$ cat config.mk
export PLATFORM = sky130hd
export DESIGN_NAME = md_pad6
export DESIGN_NICKNAME = d
export VERILOG_FILES = /design/src/rtl/md_pad6.sv
export SDC_FILE = /design/constraint.sdc
export NUM_CORES = 1
export LEC_CHECK = 0
export ABC_CLOCK_PERIOD_IN_PS = 6300
export CAP_MARGIN = 10
export CELL_PAD_IN_SITES_DETAIL_PLACEMENT = 1
export CELL_PAD_IN_SITES_GLOBAL_PLACEMENT = 1
export CORE_MARGIN = 3
export CORE_UTILIZATION = 40
export CTS_BUF_LIST = sky130_fd_sc_hd__clkbuf_16
export DETAILED_ROUTE_END_ITERATION = 16
export HOLD_SLACK_MARGIN = 0.05
export PLACE_DENSITY_LB_ADDON = 0.08
export SYNTH_ARGS = -nofsm -noshare
export SYNTH_HDL_FRONTEND = slang
export SYNTH_SLANG_ARGS = --single-unit
$ cat constraint.sdc
create_clock -name MCLK -period 6.3 [get_ports MCLK]
set_clock_uncertainty 0.05 [all_clocks]
set_input_delay 1.575 -clock MCLK [delete_from_list [all_inputs] [get_ports MCLK]]
set_output_delay 1.575 -clock MCLK [all_outputs]
set_load 0.005 [all_outputs]
$ cat src/rtl/md_pad6.sv
// md_pad6: Sega 6-button control pad emulation on one 7-bit controller port.
// Counts host TH falling edges to select the 3-button, zero-nibble, extended
// (MODE/X/Y/Z) or all-ones data set. A TH-idle timeout restarts the sequence.
module md_pad6 #(
  parameter int unsigned TIMEOUT    = 80000,
  parameter bit          SIX_BUTTON = 1'b1
) (
  input  logic        MCLK,
  input  logic        ext_reset_n,
  input  logic        connected,
  input  logic [11:0] btn,
  input  logic [6:0]  PA_o,
  input  logic [6:0]  PA_d,
  output logic [6:0]  PA_i,
  output logic [2:0]  phase
);

  localparam int unsigned TmrW = 17;
  localparam logic [TmrW-1:0] TmrMax = TmrW'(TIMEOUT);

  // Button bit positions in btn (pressed = 1)
  localparam int unsigned BtnUp    = 0;
  localparam int unsigned BtnDown  = 1;
  localparam int unsigned BtnLeft  = 2;
  localparam int unsigned BtnRight = 3;
  localparam int unsigned BtnA     = 4;
  localparam int unsigned BtnB     = 5;
  localparam int unsigned BtnC     = 6;
  localparam int unsigned BtnStart = 7;
  localparam int unsigned BtnX     = 8;
  localparam int unsigned BtnY     = 9;
  localparam int unsigned BtnZ     = 10;
  localparam int unsigned BtnMode  = 11;

  localparam logic [2:0] CntMax = 3'd4;

  logic            th;
  logic            th_q, th_d;
  logic            fall, rise, th_edge;
  logic [2:0]      cnt_q, cnt_d;
  logic [TmrW-1:0] tmr_q, tmr_d;
  logic            tmr_expire;
  logic [11:0]     p;
  logic [6:0]      pad;
  logic [6:0]      pa_i_q, pa_i_d;

  // TH level seen on the wire: pulled up whenever the host is not driving it
  always_comb begin
    th   = PA_d[6] ? 1'b1 : PA_o[6];
    th_d = th;
  end

  // Edge detection against last cycle's TH level
  always_comb begin
    fall    = th_q & ~th;
    rise    = ~th_q & th;
    th_edge = fall | rise;
  end

  // Idle timer: any TH edge restarts it, otherwise it climbs and parks at TIMEOUT
  always_comb begin
    tmr_d = tmr_q;
    if (th_edge) begin
      tmr_d = '0;
    end else if (tmr_q < TmrMax) begin
      tmr_d = tmr_q + {{(TmrW-1){1'b0}}, 1'b1};
    end
    // Clearing on the cycle the timer lands on TIMEOUT; an edge always wins
    tmr_expire = ~th_edge & (tmr_d == TmrMax);
  end

  // Falling-edge counter, saturating at 4, cleared by the idle timeout
  always_comb begin
    cnt_d = cnt_q;
    if (!SIX_BUTTON) begin
      cnt_d = 3'd0;
    end else if (fall) begin
      if (cnt_q < CntMax) begin
        cnt_d = cnt_q + 3'd1;
      end
    end else if (rise) begin
      cnt_d = cnt_q;
    end else if (tmr_expire) begin
      cnt_d = 3'd0;
    end
  end

  // Pad data nibble selected by TH and the post-update edge count
  always_comb begin
    p = ~btn;
    if (th) begin
      if (cnt_d == 3'd3) begin
        pad = {1'b1, p[BtnC], p[BtnB], p[BtnMode], p[BtnX], p[BtnY], p[BtnZ]};
      end else begin
        pad = {1'b1, p[BtnC], p[BtnB], p[BtnRight], p[BtnLeft], p[BtnDown], p[BtnUp]};
      end
    end else begin
      unique case (cnt_d)
        3'd3:    pad = {1'b0, p[BtnStart], p[BtnA], 4'b0000};
        3'd4:    pad = {1'b0, p[BtnStart], p[BtnA], 4'b1111};
        default: pad = {1'b0, p[BtnStart], p[BtnA], 2'b00, p[BtnDown], p[BtnUp]};
      endcase
    end
    // Unplugged pad: everything reads pulled-up; counter/timer keep running
    if (!connected) begin
      pad = 7'h7F;
    end
  end

  // Merge pad data with host-driven pins; bit 6 always reflects TH
  always_comb begin
    pa_i_d = 7'h00;
    for (int i = 0; i < 6; i++) begin
      pa_i_d[i] = PA_d[i] ? pad[i] : PA_o[i];
    end
    pa_i_d[6] = th;
  end

  // State registers; reset leaves the timer expired so the first fall is edge 1
  always_ff @(posedge MCLK or negedge ext_reset_n) begin
    if (!ext_reset_n) begin
      th_q   <= 1'b1;
      cnt_q  <= 3'd0;
      tmr_q  <= TmrMax;
      pa_i_q <= 7'h7F;
    end else begin
      th_q   <= th_d;
      cnt_q  <= cnt_d;
      tmr_q  <= tmr_d;
      pa_i_q <= pa_i_d;
    end
  end

  // Registered outputs
  always_comb begin
    PA_i  = pa_i_q;
    phase = cnt_q;
  end

endmodule

==> run metrics, run 1 <==
Crit Path Max Fanout=14; routability cong.=0.8306; clock sinks=27; final worst setup slack=1794 ps; post-CTS sizing=0; post-DP HPWL=4.290 mm; I/O Pins=39; Post-synth ARST share=1.000; Starting DRT DRC Count=142; syn_nets=243; ANT cells=0; crit path launch=PA_d[6]; Clock Tree Buf Depth=2; antenna viol nets, final=0; Crit Path Category=in2reg; maximum clock frequency=221.9 MHz; # DRC=0; final layout net count=280; status=complete, no violations; final setup vio count=0; core footprint=4504 sq um; CP delay by family, top=buffers and inverters; CTS tree=yes; # Post-CTS Setup Buffers=0; crit path DAT=4590 ps; Seq/Total Area, Yosys=0.3591; Cell Pwr Density=217.0 nW/um^2; area leader, netlist=dfrtp_1; Worst EP required=6380 ps; synth top area cells=dfrtp_1 20%, dfstp_2 16%, nor2_1 5.7%; HP Start=phase[2]; Netlist Area Pre-Place=1923 sq um; worst path bufs/invs=3; Max-slew headroom=0.5463; hold buffer count at CTS=0; clk_lat worst skew=260 ps; leading register cell type out of synthesis=dfrtp_1; final hold vios=0; commonest non-fill, non-tap cell in the layout=clkdlybuf4s50_1; global-route wire length before repair=8.983 mm; Root Buffer=clkbuf_16; remaining global-route overflow=0; DIE WIDTH=75.34 microns; critical path's slowest cell=ha_1; Slowest Stage Delay on Critical Path=430 ps; Tmin final=4506 ps; origin of the critical flop-to-flop path=tmr_q[8]; Initial Utilization=0.4269; Critical Path Most Common Cell=inv_1; CTS buffer count=3; Slew Viols, Final=0; Core Rows=24; Yosys warnings=0; drt wl/cell=18.60 microns; final wirelength=5.544 mm; Via density=5.758; TritonRoute pass-1 iters=4; worst-margin pin slew=680.5 ps; Yosys reg bits=27; startpoint class of the critical path=input pin; Post-DP Area=2316 sq um; pre-CTS worst setup slack=1537 ps; htree depth=1; # fillers=529; worst path cell trace=clkdlybuf4s50_1 -> nor2_1 -> inv_1 -> ha_1 -> inv_1 -> o21a_1 -> nand4_2 -> o211a_1 -> o311ai_0; P&R area growth vs syn=24.59%; Syn Inst Count=210; number of synthesized flops with an enable pin=0; RSZ-0062 raised after global routing=no; Post-Syn Area per Cell=9.158 sq um; Yosys cell types=57; setup TNS=0 ps; All-Layer GR Usage=0.2071; DIE HEIGHT=75.34 microns; max-cap viol count=0; vias=1716; layout cells sized above 1=0.1341; largest net degree at the start of global routing=28; initial antenna violation count=0; top-area cell type share of the netlist area=0.1952; vias in the first global route=1777; Die Area=5675 sq um; final period utilization=0.7153; Hold Path Class=reg2reg; crit end category=flop; clock-pin slew on the worst setup and hold paths=70 ps; Pleak=0.9494 nW; most frequent cells in the layout=38 x clkdlybuf4s50_1, 29 x nor2_1, 23 x nand2_1; VDD IR-drop max=0.1532 mV; IO Port Bufs=38; design area=2396 sq um
==> layer usage <==
metal / vias up / track usage / share of wire
li1: 841 / - / -
met1: 848 / 0.3159 / 0.50
met2: 25 / 0.3164 / 0.47
met3: 2 / 0.02770 / 0.027
met4: 0 / 0.03495 / 0.0054
met5: - / 0 / 0
==> metrics by stage <==
step / hold WS (ps) / std cells / utilization / total power, mW
floorplan: 495.7 / 210 / - / 0.2985
global placement: 524.5 / 294 / 0.5142 / 0.3725
detailed placement: 533.5 / 294 / 0.5142 / 0.3759
CTS: 554.0 / 298 / 0.5319 / 0.5256
global route: 574.7 / 298 / 0.5319 / 0.5565
finish: 546.1 / 298 / 0.5319 / 0.5199
==> state kept, by name, indices dropped and copies added (netlist names) <==
signal	cells
PA_i	7
phase	3
tmr_q	17
==> power by group <==
part | switching [mW] | internal (mW)
Clock | 0.0607 | 0.0857
Sequential | 0.0271 | 0.198
Combinational | 0.0680 | 0.0801
==> cells by family after synthesis <==
kind of cell | count (synthesis) | share of synthesized area
simple gates | 98 | 0.2668
compound gates | 43 | 0.1835
flops | 27 | 0.3591
xor+xnor | 16 | 0.07287
buf+inv | 13 | 0.04294
mux | 9 | 0.04880
fa+ha+maj | 4 | 0.02603
==> final cells by class <==
class                      instances  area [sq um]  share of cell area
multi-input combinational        170          1150              0.4799
inverter                           6         22.52            0.009399
clock inverter                     1         5.005            0.002089
timing repair buffer              39         387.9              0.1619
sequential                        27         690.7              0.2883
clock buffer                       3         75.07             0.03133
tap                               52         65.06             0.02715
==> cells in the mapped netlist, types with 5 or more instances <==
cell / instances
nor2_1: 29
nand2_1: 23
dfrtp_1: 15
dfstp_2: 12
xnor2_1: 11
nand2b_1: 7
inv_1: 6
mux2i_1: 6
nand3_1: 6
nand4_1: 6
a21oi_1: 5
xor2_1: 5
==> path summary, 6_finish.rpt <==
check,end,slack [ps],depth (start not counted)
setup / recovery,PA_i[3],1790,9
hold / removal,phase[2],550,2
setup reg to reg,PA_i[3],3180,8
hold reg to reg,phase[2],550,2
max in group asynchronous,PA_i[4],4260,2
min in group asynchronous,tmr_q[10],1640,2
==> tightest hold or removal path: cells and delay by family (launching register included) <==
family             cells  cell delay (ps)
DFF                    1              390
and+or+nand+nor        1               90
AOI/OAI and AO/OA      1               80
(Power assumes the default switching activity.)
==> run 2, diff against run 1 <==
Settings changed: ABC_CLOCK_PERIOD_IN_PS 6300 to 4019, CORE_UTILIZATION 40 to 35.
Clock period 6.3 ns to 4.02 ns, I/O delays scaled along.
==> run 2 against run 1 <==
  * First-iteration DRC count fell by 56%
  * Global-route usage fell by 2.2 points
  * Clock power rose by 61%
  * Worst hold slack got worse by 18 ps
  * Final cell count rose by 8.4%
  * Core utilization fell by 5.7 points
==> run metrics, run 2 (same netlist as run 1, synthesis figures left out) <==
IO Port Bufs=38 (unchanged); Pleak=0.9844 nW (+3.7%); Post-DP Area=2391 sq um (+3.2%); CTS tree=yes; Core Rows=26 (+8.3%); Max-slew headroom=0.3056 (-0.2407); max reg flops=17 (unchanged); layout cells sized above 1=0.1581 (+0.02396); vias=1764 (+2.8%); antenna viol nets, final=0 (unchanged); clk_lat worst skew=270 ps (about the same); post-DP HPWL=4.366 mm (+1.8%); routability cong.=0.8328 (+0.26%); vias in the first global route=1882 (+5.9%); Crit Path Category=in2reg; max-cap viol count=0 (unchanged); Die Area=6420 sq um (+13%); All-Layer GR Usage=0.1855 (-0.02162); met1 WL=2.370 mm (-15%); DR WL met3=269 microns (+83%); crit path DAT=3530 ps (-1060 ps); largest net degree at the start of global routing=23 (-18%); ANT cells=0 (unchanged); Largest Register=tmr_q; final wirelength=5.516 mm (-0.51%); maximum clock frequency=291.0 MHz; clock sinks=27 (unchanged); TritonRoute pass-1 iters=4 (unchanged); worst path bufs/invs=2 (-1); drt wl/cell=17.08 microns (-8.2%); startpoint class of the critical path=input pin; global-route wire length before repair=9.156 mm (+1.9%); commonest non-fill, non-tap cell in the layout=clkdlybuf4s50_1; CP delay by family, top=simple AND/OR/NAND/NOR gates; most frequent cells in the layout=38 x clkdlybuf4s50_1, 29 x nor2_1, 23 x nand2_1; P&R area growth vs syn=28.50%; initial antenna violation count=0 (unchanged); Root Buffer=clkbuf_16; post-CTS sizing=0 (unchanged); final period utilization=0.8548; final setup vio count=0 (unchanged); # Post-CTS Setup Buffers=0 (unchanged); Hold Path Class=reg2reg; design area=2471 sq um (+3.1%); VDD IR-drop max=0.2351 mV (+53%); DIE WIDTH=80.13 microns (+6.4%); crit end category=flop; Starting DRT DRC Count=62 (-56%); final layout net count=287 (+2.5%); final worst setup slack=583.6 ps (-1210 ps); met2 routed WL=2.738 mm (+6.0%); Hold Slack=528.4 ps (-17.64 ps); Crit Path Max Fanout=12 (-2); Max Used Layer=met4; core footprint=5205 sq um (+16%); setup TNS=0 ps (unchanged); # DRC=0 (unchanged); Slew Viols, Final=0 (unchanged); htree depth=1 (unchanged); RSZ-0062 raised after global routing=no; pre-CTS worst setup slack=206.5 ps (-1330 ps); worst-margin pin slew=1038 ps (+357.8 ps); Clock Tree Buf Depth=2 (unchanged); Initial Utilization=0.3695 (-0.05747); DIE HEIGHT=80.13 microns (+6.4%); status=complete, no violations; Worst EP required=4120 ps (-2260 ps); worst path cell trace=clkdlybuf4s50_1 -> nor2_1 -> inv_1 -> ha_1 -> nor4_1 -> a32oi_1 -> nor3_1 -> nand4_2 -> o211a_1 -> o311ai_0; hold buffer count at CTS=0 (unchanged); clock-pin slew on the worst setup and hold paths=70 ps (about the same); critical path's slowest cell=clkdlybuf4s50_1; I/O Pins=39 (unchanged); final hold vios=0 (unchanged); Slowest Stage Delay on Critical Path=390 ps (-40 ps); Cell Pwr Density=333.7 nW/um^2 (+54%); remaining global-route overflow=0 (unchanged); Via density=5.461 (-5.2%); CTS buffer count=3 (unchanged); Tmin final=3436 ps
==> run 2: changes by cell type in the layout (fill, tap and decap cells not counted) <==
cell   before  now
buf_4       1    8
==> run 2: routing by layer <==
layer,vias up,track usage
met4,0,0.06419
met1,850,0.2211
li1,853,-
met5,-,0
met2,48,0.3262
met3,13,0.04036
==> run 2: worst register-to-register path, stage by stage (launching register included) <==
cell and delay [ps]:
dfrtp_1 430, or2_4 280, a211o_4 390, a2111oi_1 520, o21a_2 200, and4b_1 190
nand4_2 260, o211a_1 310, o311ai_0 340
==> run 2: stage by stage <==
stage / total power [mW] / cells / utilization
6_report: 0.8247 / 323 / 0.4748
2_1_floorplan: 0.4678 / 210 / -
3_3_place_gp: 0.5934 / 319 / 0.4594
4_1_cts: 0.8397 / 323 / 0.4748
3_5_place_dp: 0.5982 / 319 / 0.4594
5_1_grt: 0.8799 / 323 / 0.4748
==> run 2: path summary, 6_finish.rpt <==
check	startpoint	endpoint	slack (ps)	depth (start not counted)
worst min register to register	tmr_q[12]	tmr_q[12]	530	2
min in group asynchronous	ext_reset_n	tmr_q[4]	1250	1
max in group asynchronous	ext_reset_n	tmr_q[13]	1910	2
worst max-delay path	PA_d[6]	PA_i[3]	580	10
worst max register to register	tmr_q[8]	PA_i[3]	920	8
worst min-delay path	tmr_q[12]	tmr_q[12]	530	2
==> run 2: area by class of cell <==
class                      instances  area [sq um]
clock buffer                       3         75.07
inverter                           6         22.52
clock inverter                     1         5.005
sequential                        27         690.7
multi-input combinational        170          1150
fill                             626          2734
timing repair buffer              46         440.4
tap                               70         87.58
==> run 2: report_power, final <==
part	leakage [nW]	switching (mW)	internal, mW
combinational	0.621	0.105	0.133
sequential	0.323	0.0417	0.311
clock	0.0409	0.100	0.135
